[src/rtl/clk_div_monitor.sv]
// rtl/clk_div_monitor.sv - measures period/high time of a divided clock, flags lock and stall
// Define CLK_MON_SYNC_EN to pass div_clk_i through a 2-flop synchronizer first.
module clk_div_monitor #(
  parameter int CNT_W      = 10,
  parameter int MAX_PERIOD = 1023
) (
  input  logic             clk_i,
  input  logic             rst,
  input  logic             div_clk_i,
  input  logic             clear_i,
  output logic [CNT_W-1:0] period_o,
  output logic [CNT_W-1:0] high_o,
  output logic             meas_valid_o,
  output logic             locked_o,
  output logic             timeout_o
);

  typedef enum logic {ST_IDLE, ST_MEAS} state_t;

  localparam logic [CNT_W-1:0] MAX_CNT = CNT_W'(MAX_PERIOD);
  localparam logic [CNT_W-1:0] CNT_ONE = CNT_W'(1);

  state_t           state_q, state_d;
  logic             s_in;
  logic             s_q;
  logic             s_prev_q;
  logic             rise;
  logic             have_prev_q;
  logic [CNT_W-1:0] period_cnt_q;
  logic [CNT_W-1:0] high_cnt_q;
  logic             do_clear, do_start, do_meas, do_timeout;

`ifdef CLK_MON_SYNC_EN
  logic [1:0] sync_q;

  always_ff @(posedge clk_i or posedge rst) begin
    if (rst) sync_q <= 2'b11;
    else     sync_q <= {sync_q[0], div_clk_i};
  end

  assign s_in = sync_q[1];
`else
  assign s_in = div_clk_i;
`endif

  // Both sample flops reset high so a clock already high at release is not a rise.
  always_ff @(posedge clk_i or posedge rst) begin
    if (rst) begin
      s_q      <= 1'b1;
      s_prev_q <= 1'b1;
    end else begin
      s_q      <= s_in;
      s_prev_q <= s_q;
    end
  end

  assign rise = s_q & ~s_prev_q;

  always_ff @(posedge clk_i or posedge rst) begin
    if (rst) state_q <= ST_IDLE;
    else     state_q <= state_d;
  end

  always_comb begin
    state_d    = state_q;
    do_clear   = 1'b0;
    do_start   = 1'b0;
    do_meas    = 1'b0;
    do_timeout = 1'b0;
    if (clear_i) begin
      state_d  = ST_IDLE;
      do_clear = 1'b1;
    end else begin
      case (state_q)
        ST_IDLE: begin
          if (rise) begin
            state_d  = ST_MEAS;
            do_start = 1'b1;
          end
        end
        ST_MEAS: begin
          if (rise) begin
            do_meas = 1'b1;
          end else if (period_cnt_q == MAX_CNT) begin
            state_d    = ST_IDLE;
            do_timeout = 1'b1;
          end
        end
        default: state_d = ST_IDLE;
      endcase
    end
  end

  // Lock compares against the previous result before period_o/high_o are overwritten.
  always_ff @(posedge clk_i or posedge rst) begin
    if (rst) begin
      period_cnt_q <= '0;
      high_cnt_q   <= '0;
      have_prev_q  <= 1'b0;
      period_o     <= '0;
      high_o       <= '0;
      meas_valid_o <= 1'b0;
      locked_o     <= 1'b0;
      timeout_o    <= 1'b0;
    end else begin
      meas_valid_o <= 1'b0;
      if (do_clear) begin
        period_cnt_q <= '0;
        high_cnt_q   <= '0;
        have_prev_q  <= 1'b0;
        locked_o     <= 1'b0;
        timeout_o    <= 1'b0;
      end else if (do_start) begin
        period_cnt_q <= CNT_ONE;
        high_cnt_q   <= CNT_ONE;
      end else if (do_meas) begin
        period_o     <= period_cnt_q;
        high_o       <= high_cnt_q;
        meas_valid_o <= 1'b1;
        timeout_o    <= 1'b0;
        locked_o     <= have_prev_q & (period_cnt_q == period_o) & (high_cnt_q == high_o);
        have_prev_q  <= 1'b1;
        period_cnt_q <= CNT_ONE;
        high_cnt_q   <= CNT_ONE;
      end else if (do_timeout) begin
        period_cnt_q <= '0;
        high_cnt_q   <= '0;
        have_prev_q  <= 1'b0;
        locked_o     <= 1'b0;
        timeout_o    <= 1'b1;
      end else if (state_q == ST_MEAS) begin
        period_cnt_q <= period_cnt_q + CNT_ONE;
        high_cnt_q   <= high_cnt_q + {{(CNT_W-1){1'b0}}, s_q};
      end
    end
  end

endmodule
[config.mk]
export PLATFORM = sky130hd
export DESIGN_NAME = clk_div_monitor
export DESIGN_NICKNAME = d
export VERILOG_FILES = /design/src/rtl/clk_div_monitor.sv
export SDC_FILE = /design/constraint.sdc
export NUM_CORES = 1
export LEC_CHECK = 0
export ABC_AREA = 1
export BUFFER_PORTS_ARGS = -buffer_cell sky130_fd_sc_hd__buf_4
export CAP_MARGIN = 20
export CORE_ASPECT_RATIO = 0.6
export CORE_MARGIN = 2
export CORE_UTILIZATION = 50
export CTS_CLUSTER_SIZE = 25
export DETAILED_ROUTE_END_ITERATION = 10
export GPL_ROUTABILITY_DRIVEN = 0
export HOLD_SLACK_MARGIN = 0.03
export PLACE_DENSITY_LB_ADDON = 0.2
export SYNTH_ARGS = -nofsm -noshare
export SYNTH_HDL_FRONTEND = slang
export SYNTH_SLANG_ARGS = --single-unit
[constraint.sdc]
create_clock -name clk_i -period 2.09 [get_ports clk_i]
set_clock_uncertainty 0.15 [all_clocks]
set_input_delay 0.209 -clock clk_i [delete_from_list [all_inputs] [get_ports clk_i]]
set_output_delay 0.209 -clock clk_i [all_outputs]
set_load 0.005 [all_outputs]
==> results_tabular.tex <==
\begin{tabular}{lr}
\hline
Metric & Value \\
\hline
\multicolumn{2}{l}{\textbf{Outcome}} \\
\quad Result of the run & completed \\
\multicolumn{2}{l}{\textbf{STA}} \\
\quad Total negative slack & 0 ns \\
\quad Total count of max-transition violations in the final report & 0 \\
\quad Fraction of the cycle the final worst path needs & 87.5\% \\
\quad Number of hold violations in the final report & 0 \\
\quad RSZ-0062 raised after global routing & false \\
\quad Worst slack on hold paths & 0.240 ns \\
\quad Relative slew slack & 60.8\% \\
\quad Post-route worst setup slack & 0.262 ns \\
\quad Endpoints failing setup & 0 \\
\quad Timing-limited maximum frequency & 0.547 GHz \\
\quad Least-Margin Pin Slew & 0.588 ns \\
\quad Final Critical Period & 1.83 ns \\
\multicolumn{2}{l}{\textbf{Synth}} \\
\quad Average cell area after synthesis & 7.79 sq um \\
\quad Proportion of synthesized chip area in sequential cells & 46.5\% \\
\quad Synthesized cell area & 2530 sq um \\
\quad Yosys top cell by area & dfrtp\_1 \\
\quad Post-synthesis cell count & 325 \\
\quad Proportion of synthesized area in mux cells & 0\% \\
\quad Cell types occupying the most area after synthesis & dfrtp\_1, nand2\_1, o21ai\_0 \\
\quad Largest family of logic cells by synthesized area & simple AND/OR/NAND/NOR gates \\
\quad Flops \& latches, synth & 47 \\
\quad Xor-xnor portion of the synthesized cell area & 3.80\% \\
\quad Adder-cell share of the synthesized area & 1.48\% \\
\quad Synth warn & 0 \\
\quad Post-Synthesis Net Count & 332 \\
\quad Number of library cell types mapped by synthesis & 27 \\
\quad Post-synthesis share of cell area spent on and, or, nand and nor gates & 27.5\% \\
\quad Area share of the largest cell type after synthesis & 44.5\% \\
\quad Synth Area in Compound Gates & 12.5\% \\
\multicolumn{2}{l}{\textbf{Global route}} \\
\quad Total congestion overflow & 0 \\
\quad Antenna violations before repair & 0 \\
\quad Maximum number of pins on one net before global-route repair & 48 \\
\quad Total routing usage reported by global routing & 23.3\% \\
\quad Global routing's busiest layer & met1 \\
\quad Via count of the first global-routing pass & 1,886 \\
\quad Global-route track usage on met3 & 4.58\% \\
\quad First-pass GRT wire length & 9.77 mm \\
\quad Global routing met2 resource utilization & 30.7\% \\
\quad Met1 capacity usage during global routing & 38.7\% \\
\multicolumn{2}{l}{\textbf{Power and ir drop}} \\
\quad Total Power Consumption & 1.69 mW \\
\quad Register share of total power & 56.4\% \\
\quad Switch share & 25.7\% \\
\quad Internal power contribution & 1.26 mW \\
\quad Peak ir drop on the vdd network & 0.286 mV \\
\quad Total net switching power & 0.436 mW \\
\quad Power Dens Cells & 584 nW/um\^{}2 \\
\quad Clk pwr share & 34.5\% \\
\quad Combinational share of power & 9.1\% \\
\quad Leakage component of the power & 1.35 nW \\
\multicolumn{2}{l}{\textbf{Layout}} \\
\quad Most frequent cells in the layout & nand2\_1, dfrtp\_1, o21ai\_0 \\
\quad Most frequent standard cell in the layout excluding fill and tap cells & nand2\_1 \\
\quad Fraction of final layout cells with drive strength greater than 1 & 18.5\% \\
\quad Count of antenna diodes in the layout & 0 \\
\quad Non-filler cells, final & 423 \\
\quad Nets@finish & 363 \\
\quad Fillers & 469 \\
\quad Layout Cell Area excl Fill & 2900 sq um \\
\quad Layout Area Growth over Synthesis & 14.4\% \\
\quad FF/Latch Area & 1180 sq um \\
\quad Multi-input gate area in the final layout & 1150 sq um \\
\quad Core occupancy in the finished layout & 58.2\% \\
\multicolumn{2}{l}{\textbf{Clocking}} \\
\quad Clock tree from TritonCTS & yes \\
\quad Clock insertion delay at the later pin of the skew report & 0.30 ns \\
\quad H-Tree Depth & 2 \\
\quad Clock-pin slew reported for the worst setup and hold paths after clock tree synthesis & 0.09 ns \\
\quad Clock sink count & 47 \\
\quad Number of CTS-inserted buffers & 5 \\
\quad Library cell used as clock root buffer & clkbuf\_8 \\
\quad Number of buffers between clock root and the deepest sink & 2 \\
\quad Post-CTS setup repair buffer count & 0 \\
\multicolumn{2}{l}{\textbf{Floorplan}} \\
\quad Io pins & 27 \\
\quad Total die area & 5670 sq um \\
\quad Placeable Area & 4980 sq um \\
\quad Core Rows & 20 \\
\quad Initial core utilization & 50.9\% \\
\quad Vertical extent of the die & 59.1 um \\
\quad Overall die width & 95.9 um \\
\multicolumn{2}{l}{\textbf{Drt}} \\
\quad Antenna Nets Post-Route & 0 \\
\quad Detail-routed via count per cell & 4.99 \\
\quad Drt first-iter violations & 142 \\
\quad Average routed wire per standard cell & 13.6 um \\
\quad Final routed wirelength across all metal layers & 5.76 mm \\
\quad Drt first pass iters & 4 \\
\quad DRC violation count after routing & 0 \\
\quad Number of vias in the routed layout & 2,111 \\
\multicolumn{2}{l}{\textbf{Place}} \\
\quad Cell Area, Placed & 2780 sq um \\
\quad Placed insts & 412 \\
\quad Setup slack at placement & 0.270 ns \\
\quad Port Buf Inserts & 26 \\
\quad Half-perimeter wire length after detailed placement & 4.33 mm \\
\multicolumn{2}{l}{\textbf{Worst setup path}} \\
\quad Required @ worst endpoint & 2.13 ns \\
\quad Critical path endpoint category & flop \\
\quad Biggest fanout along the worst timing path & 4 \\
\quad Worst endpoint data arrival time & 1.87 ns \\
\quad Worst Setup Path Type & reg -> reg \\
\quad Startpoint types & flop \\
\multicolumn{2}{l}{\textbf{Job}} \\
\quad Max-cap check violation count & 0 \\
\multicolumn{2}{l}{\textbf{Worst hold path}} \\
\quad Tightest Hold Check Type & reg -> reg \\
\hline
\end{tabular}
synthesized netlist by cell type (all sizes together):
cell type  number
a21oi           3
buf             6
clkbuf          2
dfrtp          45
dfstp           2
ha              3
inv            40
nand2         110
nand3          11
nand3b          1
nand4           1
nor2           33
nor3            5
o211ai          1
o21ai          51
xnor2           2
xor2            9
cells by family (layout without fill, tap and decap cells):
| logic type | Yosys count | in the layout |
|---|---|---|
| fa+ha+maj | 3 | 3 |
| compound gates | 55 | 55 |
| flops | 47 | 47 |
| buf+inv | 48 | 80 |
| simple gates | 161 | 161 |
| xor+xnor | 11 | 11 |
cell type report:
cell class                      instances  share of cell area [%]
Inverter                               40                    5.18
Tap cell                               66                    2.85
Sequential cell                        47                    40.7
Multi-Input combinational cell        230                    39.6
Clock buffer                            7                    2.98
Clock inverter                          1                   0.173
Timing Repair Buffer                   32                    8.55
sequential cells by signal, indices dropped and copies added, names as in the netlist:
name          flops
period_o         10
timeout_o         1
have_prev_q       1
state_q           1
meas_valid_o      1
high_cnt_q       10
period_cnt_q     10
locked_o          1
s_q               1
high_o           10
s_prev_q          1
layer usage:
layer	routed length (um)	part of all wire, %	vias up
met5	0	0	-
met4	48	0.83	0
met3	331	5.7	4
met2	2180	38	72
met1	3200	56	963
li1	-	-	1072
what timing repair did:
item / 4_1_cts / 5_1_grt
hold buffers: 3 / 0
setup endpoints to repair: 0 / 0
gates resized for setup: 0 / 0
endpoints found under the hold margin: 47 / 0
final timing paths:
path,to,slack (ns),cells after the start,startpoint
worst min-delay path,s_prev_q$_DFF_PP1_,0.24,0,s_q$_DFF_PP1_
worst min register to register,s_prev_q$_DFF_PP1_,0.24,0,s_q$_DFF_PP1_
worst max-delay path,high_cnt_q[6]$_DFFE_PP0P_,0.26,7,s_q$_DFF_PP1_
max in group asynchronous,high_cnt_q[6]$_DFFE_PP0P_,0.93,4,rst
worst max register to register,high_cnt_q[6]$_DFFE_PP0P_,0.26,7,s_q$_DFF_PP1_
min in group asynchronous,period_o[4]$_DFFE_PP0P_,0.45,4,rst
critical path: stages (launching register included):
cell and delay (ns):
dfstp_2 0.56, ha_1 0.19, ha_1 0.19, nand2_1 0.07, nor2_2 0.19, nand3_1 0.12
xor2_1 0.18, o21ai_2 0.07
power by group through the flow:
stage / clock [mW] / sequential, mW / combinational [mW]
6_report: 0.584 / 0.954 / 0.155
5_1_grt: 0.635 / 0.959 / 0.176
4_1_cts: 0.589 / 0.954 / 0.157
3_5_place_dp: 0 / 0.972 / 0.152
3_3_place_gp: 0 / 0.971 / 0.151
2_1_floorplan: 0 / 0.969 / 0.0974
Note: power is estimated with default switching activity, not from simulation.
